## src/rtl/triangle_scan_controller_pkg.sv

```systemverilog
// rtl/triangle_scan_controller_pkg.sv - shared types and Q16.16 fixed-point helpers
package triangle_scan_controller_pkg;

    localparam int FP_FRAC_BITS = 16;
    localparam int FP_CEIL_BIAS = (1 << FP_FRAC_BITS) - 1;

    typedef logic signed [31:0] fixed_point_t;

    typedef struct packed {
        fixed_point_t x;
        fixed_point_t y;
        fixed_point_t z;
        fixed_point_t w;
    } vector4_t;

    typedef enum logic [1:0] {
        ST_IDLE,
        ST_SETUP,
        ST_SCAN,
        ST_DRAIN
    } scan_state_t;

    // Smallest integer >= v; widened by one bit so the bias cannot overflow.
    function automatic fixed_point_t fp_ceil(input fixed_point_t v);
        return fixed_point_t'((33'(v) + 33'(FP_CEIL_BIAS)) >>> FP_FRAC_BITS);
    endfunction

    // Largest integer <= v.
    function automatic fixed_point_t fp_floor(input fixed_point_t v);
        return v >>> FP_FRAC_BITS;
    endfunction

    function automatic fixed_point_t min3(input fixed_point_t a, b, c);
        fixed_point_t m;
        m = (a < b) ? a : b;
        return (m < c) ? m : c;
    endfunction

    function automatic fixed_point_t max3(input fixed_point_t a, b, c);
        fixed_point_t m;
        m = (a > b) ? a : b;
        return (m > c) ? m : c;
    endfunction

endpackage

```

## src/rtl/triangle_scan_controller_if.sv

```systemverilog
// rtl/triangle_scan_controller_if.sv - triangle input, rasterizer and pixel output bundle
interface triangle_scan_controller_if;
    import triangle_scan_controller_pkg::*;

    logic         i_start;
    vector4_t     i_v1, i_v2, i_v3;
    vector4_t     i_c1, i_c2, i_c3;
    logic         o_busy;
    logic         o_done;
    vector4_t     o_v1, o_v2, o_v3;
    vector4_t     o_c1, o_c2, o_c3;
    fixed_point_t o_x, o_y;
    logic         i_raster_write;
    vector4_t     i_raster_colour;
    logic         o_pixel_valid;
    logic         i_pixel_ready;
    fixed_point_t o_pixel_x, o_pixel_y;
    vector4_t     o_pixel_colour;

    modport slave (
        input  i_start, i_v1, i_v2, i_v3, i_c1, i_c2, i_c3,
        input  i_raster_write, i_raster_colour, i_pixel_ready,
        output o_busy, o_done, o_v1, o_v2, o_v3, o_c1, o_c2, o_c3,
        output o_x, o_y, o_pixel_valid, o_pixel_x, o_pixel_y, o_pixel_colour
    );

    modport master (
        output i_start, i_v1, i_v2, i_v3, i_c1, i_c2, i_c3,
        output i_raster_write, i_raster_colour, i_pixel_ready,
        input  o_busy, o_done, o_v1, o_v2, o_v3, o_c1, o_c2, o_c3,
        input  o_x, o_y, o_pixel_valid, o_pixel_x, o_pixel_y, o_pixel_colour
    );

endinterface

```

## src/rtl/triangle_bounding_box.sv

```systemverilog
// rtl/triangle_bounding_box.sv - combinational integer pixel bounds of a triangle, clamped to screen
module triangle_bounding_box
    import triangle_scan_controller_pkg::*;
#(
    parameter int SCREEN_WIDTH  = 640,
    parameter int SCREEN_HEIGHT = 480
) (
    input  fixed_point_t x1,
    input  fixed_point_t y1,
    input  fixed_point_t x2,
    input  fixed_point_t y2,
    input  fixed_point_t x3,
    input  fixed_point_t y3,
    output fixed_point_t xmin,
    output fixed_point_t xmax,
    output fixed_point_t ymin,
    output fixed_point_t ymax,
    output logic         empty
);

    localparam fixed_point_t X_LAST = fixed_point_t'(SCREEN_WIDTH - 1);
    localparam fixed_point_t Y_LAST = fixed_point_t'(SCREEN_HEIGHT - 1);

    fixed_point_t raw_xmin, raw_xmax, raw_ymin, raw_ymax;

    function automatic fixed_point_t clamp(input fixed_point_t v, input fixed_point_t hi);
        return (v < 0) ? '0 : ((v > hi) ? hi : v);
    endfunction

    // Pixel centres inside the vertex extent; a box wholly off one screen edge
    // would clamp onto that edge, so it is flagged empty before clamping.
    always_comb begin
        raw_xmin = fp_ceil(min3(x1, x2, x3));
        raw_xmax = fp_floor(max3(x1, x2, x3));
        raw_ymin = fp_ceil(min3(y1, y2, y3));
        raw_ymax = fp_floor(max3(y1, y2, y3));
        xmin     = clamp(raw_xmin, X_LAST);
        xmax     = clamp(raw_xmax, X_LAST);
        ymin     = clamp(raw_ymin, Y_LAST);
        ymax     = clamp(raw_ymax, Y_LAST);
        empty    = (raw_xmin > raw_xmax) || (raw_ymin > raw_ymax) ||
                   (raw_xmin > X_LAST)   || (raw_xmax < 0) ||
                   (raw_ymin > Y_LAST)   || (raw_ymax < 0);
    end

endmodule

```

## src/rtl/triangle_scan_controller.sv

```systemverilog
// rtl/triangle_scan_controller.sv - bounding-box raster walk feeding a one-entry pixel output register
module triangle_scan_controller
    import triangle_scan_controller_pkg::*;
#(
    parameter int SCREEN_WIDTH  = 640,
    parameter int SCREEN_HEIGHT = 480
) (
    input  logic                         i_clk,
    input  logic                         i_reset,
    triangle_scan_controller_if.slave    bus
);

    scan_state_t  state, state_next;
    vector4_t     v1_q, v2_q, v3_q, c1_q, c2_q, c3_q;
    fixed_point_t xmin_q, xmax_q, ymax_q, x_q, y_q;
    fixed_point_t bb_xmin, bb_xmax, bb_ymin, bb_ymax;
    logic         bb_empty;
    logic         done_q;
    logic         pix_valid_q;
    fixed_point_t pix_x_q, pix_y_q;
    vector4_t     pix_colour_q;
    logic         capture, advance, drain_ok, row_end, last_pixel;

    triangle_bounding_box #(
        .SCREEN_WIDTH  (SCREEN_WIDTH),
        .SCREEN_HEIGHT (SCREEN_HEIGHT)
    ) u_bbox (
        .x1    (v1_q.x),
        .y1    (v1_q.y),
        .x2    (v2_q.x),
        .y2    (v2_q.y),
        .x3    (v3_q.x),
        .y3    (v3_q.y),
        .xmin  (bb_xmin),
        .xmax  (bb_xmax),
        .ymin  (bb_ymin),
        .ymax  (bb_ymax),
        .empty (bb_empty)
    );

    // Next state plus the per-cycle scan handshake decisions.
    always_comb begin
        state_next = state;
        capture    = 1'b0;
        advance    = 1'b0;
        drain_ok   = 1'b0;
        row_end    = (x_q == xmax_q);
        last_pixel = row_end && (y_q == ymax_q);
        case (state)
            ST_IDLE: begin
                if (bus.i_start) state_next = ST_SETUP;
            end
            ST_SETUP: begin
                state_next = bb_empty ? ST_DRAIN : ST_SCAN;
            end
            ST_SCAN: begin
                // Uncovered pixels always move on; covered ones wait for room.
                capture = bus.i_raster_write && (!pix_valid_q || bus.i_pixel_ready);
                advance = !bus.i_raster_write || capture;
                if (advance && last_pixel) state_next = ST_DRAIN;
            end
            ST_DRAIN: begin
                drain_ok = !pix_valid_q || bus.i_pixel_ready;
                if (drain_ok) state_next = ST_IDLE;
            end
            default: state_next = ST_IDLE;
        endcase
    end

    // State register.
    always_ff @(posedge i_clk or posedge i_reset) begin
        if (i_reset) state <= ST_IDLE;
        else         state <= state_next;
    end

    // Triangle latch, bounding box and scan position.
    always_ff @(posedge i_clk or posedge i_reset) begin
        if (i_reset) begin
            v1_q   <= '0;
            v2_q   <= '0;
            v3_q   <= '0;
            c1_q   <= '0;
            c2_q   <= '0;
            c3_q   <= '0;
            xmin_q <= '0;
            xmax_q <= '0;
            ymax_q <= '0;
            x_q    <= '0;
            y_q    <= '0;
            done_q <= 1'b0;
        end else begin
            done_q <= drain_ok;
            if (state == ST_IDLE && bus.i_start) begin
                v1_q <= bus.i_v1;
                v2_q <= bus.i_v2;
                v3_q <= bus.i_v3;
                c1_q <= bus.i_c1;
                c2_q <= bus.i_c2;
                c3_q <= bus.i_c3;
            end
            if (state == ST_SETUP) begin
                xmin_q <= bb_xmin;
                xmax_q <= bb_xmax;
                ymax_q <= bb_ymax;
                if (!bb_empty) begin
                    x_q <= bb_xmin;
                    y_q <= bb_ymin;
                end
            end
            // The final pixel leaves the position parked at (xmax, ymax).
            if (advance && !last_pixel) begin
                if (row_end) begin
                    x_q <= xmin_q;
                    y_q <= y_q + 1;
                end else begin
                    x_q <= x_q + 1;
                end
            end
        end
    end

    // One-entry output register; a capture during a handshake refills it in place.
    always_ff @(posedge i_clk or posedge i_reset) begin
        if (i_reset) begin
            pix_valid_q  <= 1'b0;
            pix_x_q      <= '0;
            pix_y_q      <= '0;
            pix_colour_q <= '0;
        end else if (capture) begin
            pix_valid_q  <= 1'b1;
            pix_x_q      <= x_q;
            pix_y_q      <= y_q;
            pix_colour_q <= bus.i_raster_colour;
        end else if (pix_valid_q && bus.i_pixel_ready) begin
            pix_valid_q  <= 1'b0;
        end
    end

    assign bus.o_busy         = (state != ST_IDLE);
    assign bus.o_done         = done_q;
    assign bus.o_v1           = v1_q;
    assign bus.o_v2           = v2_q;
    assign bus.o_v3           = v3_q;
    assign bus.o_c1           = c1_q;
    assign bus.o_c2           = c2_q;
    assign bus.o_c3           = c3_q;
    assign bus.o_x            = x_q;
    assign bus.o_y            = y_q;
    assign bus.o_pixel_valid  = pix_valid_q;
    assign bus.o_pixel_x      = pix_x_q;
    assign bus.o_pixel_y      = pix_y_q;
    assign bus.o_pixel_colour = pix_colour_q;

endmodule

```

## src/flat_wrapper.sv

```systemverilog
// flat-port wrapper written by rule: the top's interface ports become plain ports
module triangle_scan_controller_flat import triangle_scan_controller_pkg::*;
#(
    parameter int SCREEN_WIDTH  = 640,
    parameter int SCREEN_HEIGHT = 480
)
  (i_clk, i_reset, bus_i_start, bus_i_v1, bus_i_v2, bus_i_v3, bus_i_c1, bus_i_c2, bus_i_c3, bus_i_raster_write, bus_i_raster_colour, bus_i_pixel_ready, bus_o_busy, bus_o_done, bus_o_v1, bus_o_v2, bus_o_v3, bus_o_c1, bus_o_c2, bus_o_c3, bus_o_x, bus_o_y, bus_o_pixel_valid, bus_o_pixel_x, bus_o_pixel_y, bus_o_pixel_colour);
  triangle_scan_controller_if bus_i ();
  input  logic i_clk;
  input  logic i_reset;
  input wire logic [$bits(bus_i.i_start)-1:0] bus_i_start;
  input wire logic [$bits(bus_i.i_v1)-1:0] bus_i_v1;
  input wire logic [$bits(bus_i.i_v2)-1:0] bus_i_v2;
  input wire logic [$bits(bus_i.i_v3)-1:0] bus_i_v3;
  input wire logic [$bits(bus_i.i_c1)-1:0] bus_i_c1;
  input wire logic [$bits(bus_i.i_c2)-1:0] bus_i_c2;
  input wire logic [$bits(bus_i.i_c3)-1:0] bus_i_c3;
  input wire logic [$bits(bus_i.i_raster_write)-1:0] bus_i_raster_write;
  input wire logic [$bits(bus_i.i_raster_colour)-1:0] bus_i_raster_colour;
  input wire logic [$bits(bus_i.i_pixel_ready)-1:0] bus_i_pixel_ready;
  output wire logic [$bits(bus_i.o_busy)-1:0] bus_o_busy;
  output wire logic [$bits(bus_i.o_done)-1:0] bus_o_done;
  output wire logic [$bits(bus_i.o_v1)-1:0] bus_o_v1;
  output wire logic [$bits(bus_i.o_v2)-1:0] bus_o_v2;
  output wire logic [$bits(bus_i.o_v3)-1:0] bus_o_v3;
  output wire logic [$bits(bus_i.o_c1)-1:0] bus_o_c1;
  output wire logic [$bits(bus_i.o_c2)-1:0] bus_o_c2;
  output wire logic [$bits(bus_i.o_c3)-1:0] bus_o_c3;
  output wire logic [$bits(bus_i.o_x)-1:0] bus_o_x;
  output wire logic [$bits(bus_i.o_y)-1:0] bus_o_y;
  output wire logic [$bits(bus_i.o_pixel_valid)-1:0] bus_o_pixel_valid;
  output wire logic [$bits(bus_i.o_pixel_x)-1:0] bus_o_pixel_x;
  output wire logic [$bits(bus_i.o_pixel_y)-1:0] bus_o_pixel_y;
  output wire logic [$bits(bus_i.o_pixel_colour)-1:0] bus_o_pixel_colour;
  assign bus_i.i_start = bus_i_start;
  assign bus_i.i_v1 = bus_i_v1;
  assign bus_i.i_v2 = bus_i_v2;
  assign bus_i.i_v3 = bus_i_v3;
  assign bus_i.i_c1 = bus_i_c1;
  assign bus_i.i_c2 = bus_i_c2;
  assign bus_i.i_c3 = bus_i_c3;
  assign bus_i.i_raster_write = bus_i_raster_write;
  assign bus_i.i_raster_colour = bus_i_raster_colour;
  assign bus_i.i_pixel_ready = bus_i_pixel_ready;
  assign bus_o_busy = bus_i.o_busy;
  assign bus_o_done = bus_i.o_done;
  assign bus_o_v1 = bus_i.o_v1;
  assign bus_o_v2 = bus_i.o_v2;
  assign bus_o_v3 = bus_i.o_v3;
  assign bus_o_c1 = bus_i.o_c1;
  assign bus_o_c2 = bus_i.o_c2;
  assign bus_o_c3 = bus_i.o_c3;
  assign bus_o_x = bus_i.o_x;
  assign bus_o_y = bus_i.o_y;
  assign bus_o_pixel_valid = bus_i.o_pixel_valid;
  assign bus_o_pixel_x = bus_i.o_pixel_x;
  assign bus_o_pixel_y = bus_i.o_pixel_y;
  assign bus_o_pixel_colour = bus_i.o_pixel_colour;
  triangle_scan_controller #(.SCREEN_WIDTH(SCREEN_WIDTH), .SCREEN_HEIGHT(SCREEN_HEIGHT)) u_core (.i_clk(i_clk), .i_reset(i_reset), .bus(bus_i));
endmodule
```

## config.mk

```make
export PLATFORM = sky130hd
export DESIGN_NAME = triangle_scan_controller_flat
export DESIGN_NICKNAME = d
export VERILOG_FILES = /design/src/rtl/triangle_scan_controller_pkg.sv /design/src/rtl/triangle_scan_controller_if.sv /design/src/rtl/triangle_bounding_box.sv /design/src/rtl/triangle_scan_controller.sv /design/src/flat_wrapper.sv
export SDC_FILE = /design/constraint.sdc
export NUM_CORES = 2
export LEC_CHECK = 0
export ABC_AREA = 0
export CAP_MARGIN = 25
export CORE_AREA = 2 2 747 749
export CTS_CLUSTER_DIAMETER = 50
export CTS_CLUSTER_SIZE = 28
export DETAILED_ROUTE_END_ITERATION = 8
export DIE_AREA = 0 0 749 751
export PLACE_DENSITY = 0.37
export SLEW_MARGIN = 0
export SYNTH_ARGS = -nofsm -noshare
export SYNTH_HDL_FRONTEND = slang
export SYNTH_SLANG_ARGS = --single-unit
```

## constraint.sdc

```tcl
create_clock -name i_clk -period 77.6 [get_ports i_clk]
set_input_delay 23.28 -clock i_clk [delete_from_list [all_inputs] [get_ports i_clk]]
set_output_delay 23.28 -clock i_clk [all_outputs]
set_load 0.03 [all_outputs]
```

* Word-level counts from Yosys, hierarchy flattened
Index checks and enable logic that the tools add are counted.
Word-level totals: output and inout port bits 1027, logic and storage cells 125, bits of input ports 901, bits in registers 1124
Operators by class: reductions and logical operators 22, mux-type cells 34, $add $sub $neg 4, eq/ne operators 9, $lt $le $gt $ge 18
Operators with widths (number):
- $mux W32 | 24
- $gt A32 B32 Y1 | 4
- $lt A32 B32 Y1 | 4
- $add A32 B17 Y33 const B | 2
- $add A32 B2 Y32 const B | 2
- $eq A32 B32 Y1 | 2
- $gt A17 B16 Y1 | 2
- $lt A17 B1 Y1 const B | 2
- $lt A16 B1 Y1 const B | 2
- $gt A17 B10 Y1 const B | 1
- $gt A17 B11 Y1 const B | 1
- $gt A16 B10 Y1 const B | 1
- $gt A16 B11 Y1 const B | 1
- $pmux W2 S4 | 1
- $logic_or A1 B1 Y1 | 7
- $logic_and A1 B1 Y1 | 6
- $mux W1 | 6
- $mux W2 | 3
- $reduce_bool A2 Y1 | 3
- $eq A2 B2 Y1 const B | 2
- $ne A2 B1 Y1 const B | 2
- $ne A2 B2 Y1 const B | 2
- $logic_not A1 Y1 | 3
- $reduce_and A3 Y1 | 1
- other kinds (3) | 3

* Depth between registers and ports, before layout
depth after elaboration 15, depth in mapped cells 45, gate-level depth less buffers 37

* By module
Synthesis repeated with hierarchy kept, for this count alone.
Unflattened totals: cell total of the unflattened synthesis 4357, area total of the unflattened synthesis 54803.8 µm²
Modules (own cells, without submodules):
- triangle_scan_controller | times used 1, sequential area each 28127.0 µm², cells an instance 2899, area an instance 44196.1 µm²
- triangle_bounding_box | times used 1, sequential area each 0.0 µm², cells an instance 1458, area an instance 10607.7 µm²

* Least setup slack after synthesis
Ideal clock, no wire load.
path kind input -> register, start input bus_i_pixel_ready, end register u_core.y_q[24] (netlist: u_core.bus.o_y[24]), path buffers 3, stages on the path 9, setup time 143 ps, path slack 52720 ps, arrival 24737 ps, data required time 77457 ps, path through nor2b_1 -> a21o_1 -> clkbuf_1 -> or2_2 -> clkbuf_1 -> clkbuf_1 -> nor2_1 -> o21ai_0 -> o21ai_0
On the way: word-level cells in the longest chain between the ends 6
Ends and longest elaborated chain:
- start: declaration | RTL line flat_wrapper.sv:20 | input wire logic [$bits(bus_i.i_pixel_ready)-1:0] bus_i_pixel_ready;
- $logic_or A1 B1 Y1 | RTL line triangle_scan_controller.sv:58 | capture = bus.i_raster_write && (!pix_valid_q || bus.i_pixel_ready);
- $logic_and A1 B1 Y1 | RTL line triangle_scan_controller.sv:58
- $logic_or A1 B1 Y1 | RTL line triangle_scan_controller.sv:59 | advance = !bus.i_raster_write || capture;
- $mux W1 | RTL line triangle_scan_controller.sv:49 | case (state)
- $logic_and A1 B1 Y1 | RTL line triangle_scan_controller.sv:111 | if (advance && !last_pixel) begin
- $mux W32 | RTL line triangle_scan_controller.sv:111
- end signal: assignment | RTL line triangle_scan_controller.sv:107 | y_q <= bb_ymin;
- end signal: assignment | RTL line triangle_scan_controller.sv:114 | y_q <= y_q + 1;
- end: declaration | RTL line triangle_scan_controller.sv:15 | fixed_point_t xmin_q, xmax_q, ymax_q, x_q, y_q;
Every way passes these cells. A chain may end at the register's enable or synchronous reset.

* Worst setup path in the final report
start input bus_i_start, end register u_core.v2_q, in the netlist u_core.bus.o_v2[36]
On the way: word-level cells in the longest chain between the ends 1
Ends and longest elaborated chain:
- start: declaration | RTL line flat_wrapper.sv:11 | input wire logic [$bits(bus_i.i_start)-1:0] bus_i_start;
- $logic_and A1 B1 Y1 | RTL line triangle_scan_controller.sv:93 | if (state == ST_IDLE && bus.i_start) begin
- end signal: assignment | RTL line triangle_scan_controller.sv:95 | v2_q <= bus.i_v2;
- end: declaration | RTL line triangle_scan_controller.sv:14 | vector4_t v1_q, v2_q, v3_q, c1_q, c2_q, c3_q;
Every way passes these cells.

==> impl_metrics.yaml <==
worst_hold_path:
  worstHoldPathCells: 1
  hold_class: "reg2reg"
  hold_end: "u_core.xmin_q[0]"
  hp-start: "u_core.xmin_q[0]"
finish:
  multi_input_area_sq_mm: 0.02252
  seq_area_sq_mm: 0.02688
  stdcell_count: 13670
  final_util_pct: 15.85
  layout-drive-gt1-share_pct: 25.62
  nNetsFinal: 7230
  finalInstanceArea_sq_mm: 0.08795
  syn_to_final_growth_pct: 73.47
  fillerInstances: 61440
setup_path:
  r2r.worst_path.cells: 36
  crit_fanout: 74
  timing.rr.end: "u_core.bus.o_x[30]"
  critical_path_required_ns: 78.37
  r2r_start: "u_core.bus.o_v2[111]"
  cp-end-kind: "flip-flop"
  critPathKind: "in2reg"
  arrival_ns: 28.91
  r2r_setup_slack_ns: 65.33
  crit_path_start_kind: "input port"
die:
  die_w_um: 749
  core_sq_mm: 0.5547
  rows: 274
  die_area_sq_mm: 0.5625
  die_h_um: 751
  start_util_pct: 9.140
  ios: 1928
sta:
  holdWs_ns: 0.4830
  timing.final.crit_share_pct: 36.27
  rsz0062_at_grt: "false"
  maxSlewViolCount: 0
  skew_ns: 0.07824
  worst_pin_slew_ns: 1.179
  max_slew_margin_pct: 21.13
  max_freq_mhz: 35.53
  setup_viol: 0
  hold_violations: 0
  min_period_ns: 28.14
  finalSetupTns_ns: 0
grt:
  grt_max_degree: 149
  grt_pass1_wl_mm: 546.6
  grt_pass1_vias: 46370
  gr-total-overflow: 0
  antenna_found_initial: 276
  track_usage_pct: 14.99
cts:
  cts_buffers: 233
  clk_pin_slew_worst_paths_ns: 0.05
  clk_latency_ns: 0.92
  root_buffer: "clkbuf_16"
  postCtsHoldBufs: 0
  post-cts-setup-buffers: 0
  clockBufferDepth: 4
  cts_tree: "done"
  htreeDepth: 4
  ctsResizeCount: 0
  numClockSinks: 1074
synth:
  async_reset_ff_share_pct: 100.0
  synth_seq_area_share_pct: 53.01
  synth-edff-count: 0
  syn-cell-area_sq_mm: 0.05070
  netlist_instances: 4012
  synth.distinct_cells: 82
  syn-num-nets: 5142
  syn_area_per_cell_sq_um: 12.64
  ys_ff_latch: 1074
  yosys_warnings: 0
  synth_ff_type: "dfrtp_1"
placed_design:
  portBuffers: 1927
  place_area_sq_mm: 0.07933
  gp_congestion: 1.037
  hpwlAfterDp_mm: 381.4
  placed_cells_incl_taps: 13180
routing:
  vias: 44780
  vias_per_cell: 3.276
  dr.pass1.iters: 7
  drcViolationCount: 0
  drt_first_iter_violations: 2593
  drtAntennaViolNets: 0
  wl_per_cell_um: 32.10
  wirelength_mm: 438.9
pwr:
  leakage_nw: 35.25
  irDropWorstVdd_mv: 0.03065
  power_density_mw_per_mm2: 62.82
flow_run:
  maxCapViolations: 0
outcome:
  status: "completed"
## layout by cell type (no fill, tap or decap), drive strengths merged, types with 112 or more instances in the layout
master         Yosys  final
clkdlybuf4s50      0   1927
dfrtp           1074   1074
mux2            1054   1054
clkbuf           153    278
ha               229    229
inv              172    208
nand2            198    198
o21ai            174    174
nor2             134    134
a21oi            112    112
## cell families (layout without fill, tap and decap cells)
family	count (synthesis)	in the layout	share of synthesized area, %
adders and majority gates	229	229	5.652
and+or+nand+nor	670	670	6.587
DFF	1074	1074	53.01
buffers and inverters	350	2637	2.658
other	0	59	0
muxes	1110	1110	24.52
xor gates and xnor gates	74	74	1.278
AOI/OAI and AO/OA	505	505	6.296
## routing by layer
metal / part of all wire (%) / wire (um) / GRT usage [%] / vias up
met2: 45 / 196700 / 23.89 / 2495
met3: 12 / 53830 / 7.897 / 740
met1: 39 / 170300 / 17.14 / 22610
li1: - / - / - / 18860
met5: 0.12 / 533 / 0.2610 / -
met4: 4.0 / 17560 / 4.972 / 84
## state kept, by name (all words and copies together) (netlist names)
name and count:
u_core.bus.o_c1 128, u_core.bus.o_v3 128, u_core.bus.o_y 32, u_core.bus.o_pixel_x 32, u_core.bus.o_pixel_valid 1, u_core.bus.o_done 1, u_core.bus.o_pixel_colour 128, u_core.xmax_q 15
u_core.bus.o_v1 128, u_core.ymax_q 15, u_core.bus.o_c2 128, u_core.bus.o_c3 128, u_core.bus.o_x 32, u_core.bus.o_pixel_y 32, u_core.state 2, u_core.xmin_q 16
u_core.bus.o_v2 128
## cell type report
| type | count | share of cell area (%) |
|---|---|---|
| diodes | 59 | 0.1679 |
| clock buffers | 278 | 7.145 |
| clock inverters | 156 | 2.363 |
| inverters | 172 | 0.7426 |
| multi-input cells | 2588 | 25.61 |
| flip-flops and latches | 1074 | 30.56 |
| well taps | 7314 | 10.41 |
| repair buffers | 2031 | 23.01 |
## critical path: stages
cell and delay [ns]:
clkdlybuf4s50_1 0.47, nand2_4 0.67, buf_4 0.60, buf_4 0.76
buf_4 0.95, buf_4 0.68, buf_4 0.79, mux2_2 0.42
## per-stage QoR
step	power [mW]	worst slack, ns
final	5.525	49.46
after global routing	5.859	49.27
after CTS	5.598	49.50
after detailed placement	4.468	48.47
after global placement	4.441	48.50
after floorplan	2.813	24.09
## Yosys cell counts, types with 41 or more instances
| cell type | instances | area [sq um] |
|---|---|---|
| a21o_1 | 52 | 390.4 |
| a21oi_1 | 112 | 560.5 |
| clkbuf_1 | 151 | 566.8 |
| dfrtp_1 | 1074 | 26880 |
| ha_1 | 229 | 2865 |
| inv_1 | 171 | 641.9 |
| mux2_2 | 1054 | 11870 |
| mux2i_1 | 56 | 560.5 |
| nand2_1 | 196 | 735.7 |
| nand3_1 | 61 | 305.3 |
| nand4_1 | 59 | 369.1 |
| nor2_1 | 133 | 499.2 |
| nor4_1 | 51 | 319.1 |
| o21ai_0 | 170 | 850.8 |
| xor2_1 | 41 | 359.1 |
## worst max-delay path by stage
stage	slack (ns)	start	end	cells after the start
4_1_cts	49.50	bus_i_start	u_core.bus.o_v2[22]	8
3_3_place_gp	48.50	bus_i_start	u_core.bus.o_v2[29]	8
6_report	49.46	bus_i_start	u_core.bus.o_v2[36]	8
2_1_floorplan	24.09	i_reset	u_core.bus.o_c1[0]	1
3_5_place_dp	48.47	bus_i_start	u_core.bus.o_v2[43]	8
5_1_grt	49.27	bus_i_start	u_core.bus.o_v2[36]	8
## power breakdown
group | leakage (nW) | internal [mW] | switching, mW
logic | 18.3 | 1.25 | 2.06
registers | 13.0 | 0.822 | 0.314
clock network | 4.05 | 0.695 | 0.385
total | 35.3 | 2.77 | 2.76
Power figures use the tool's default switching activity.
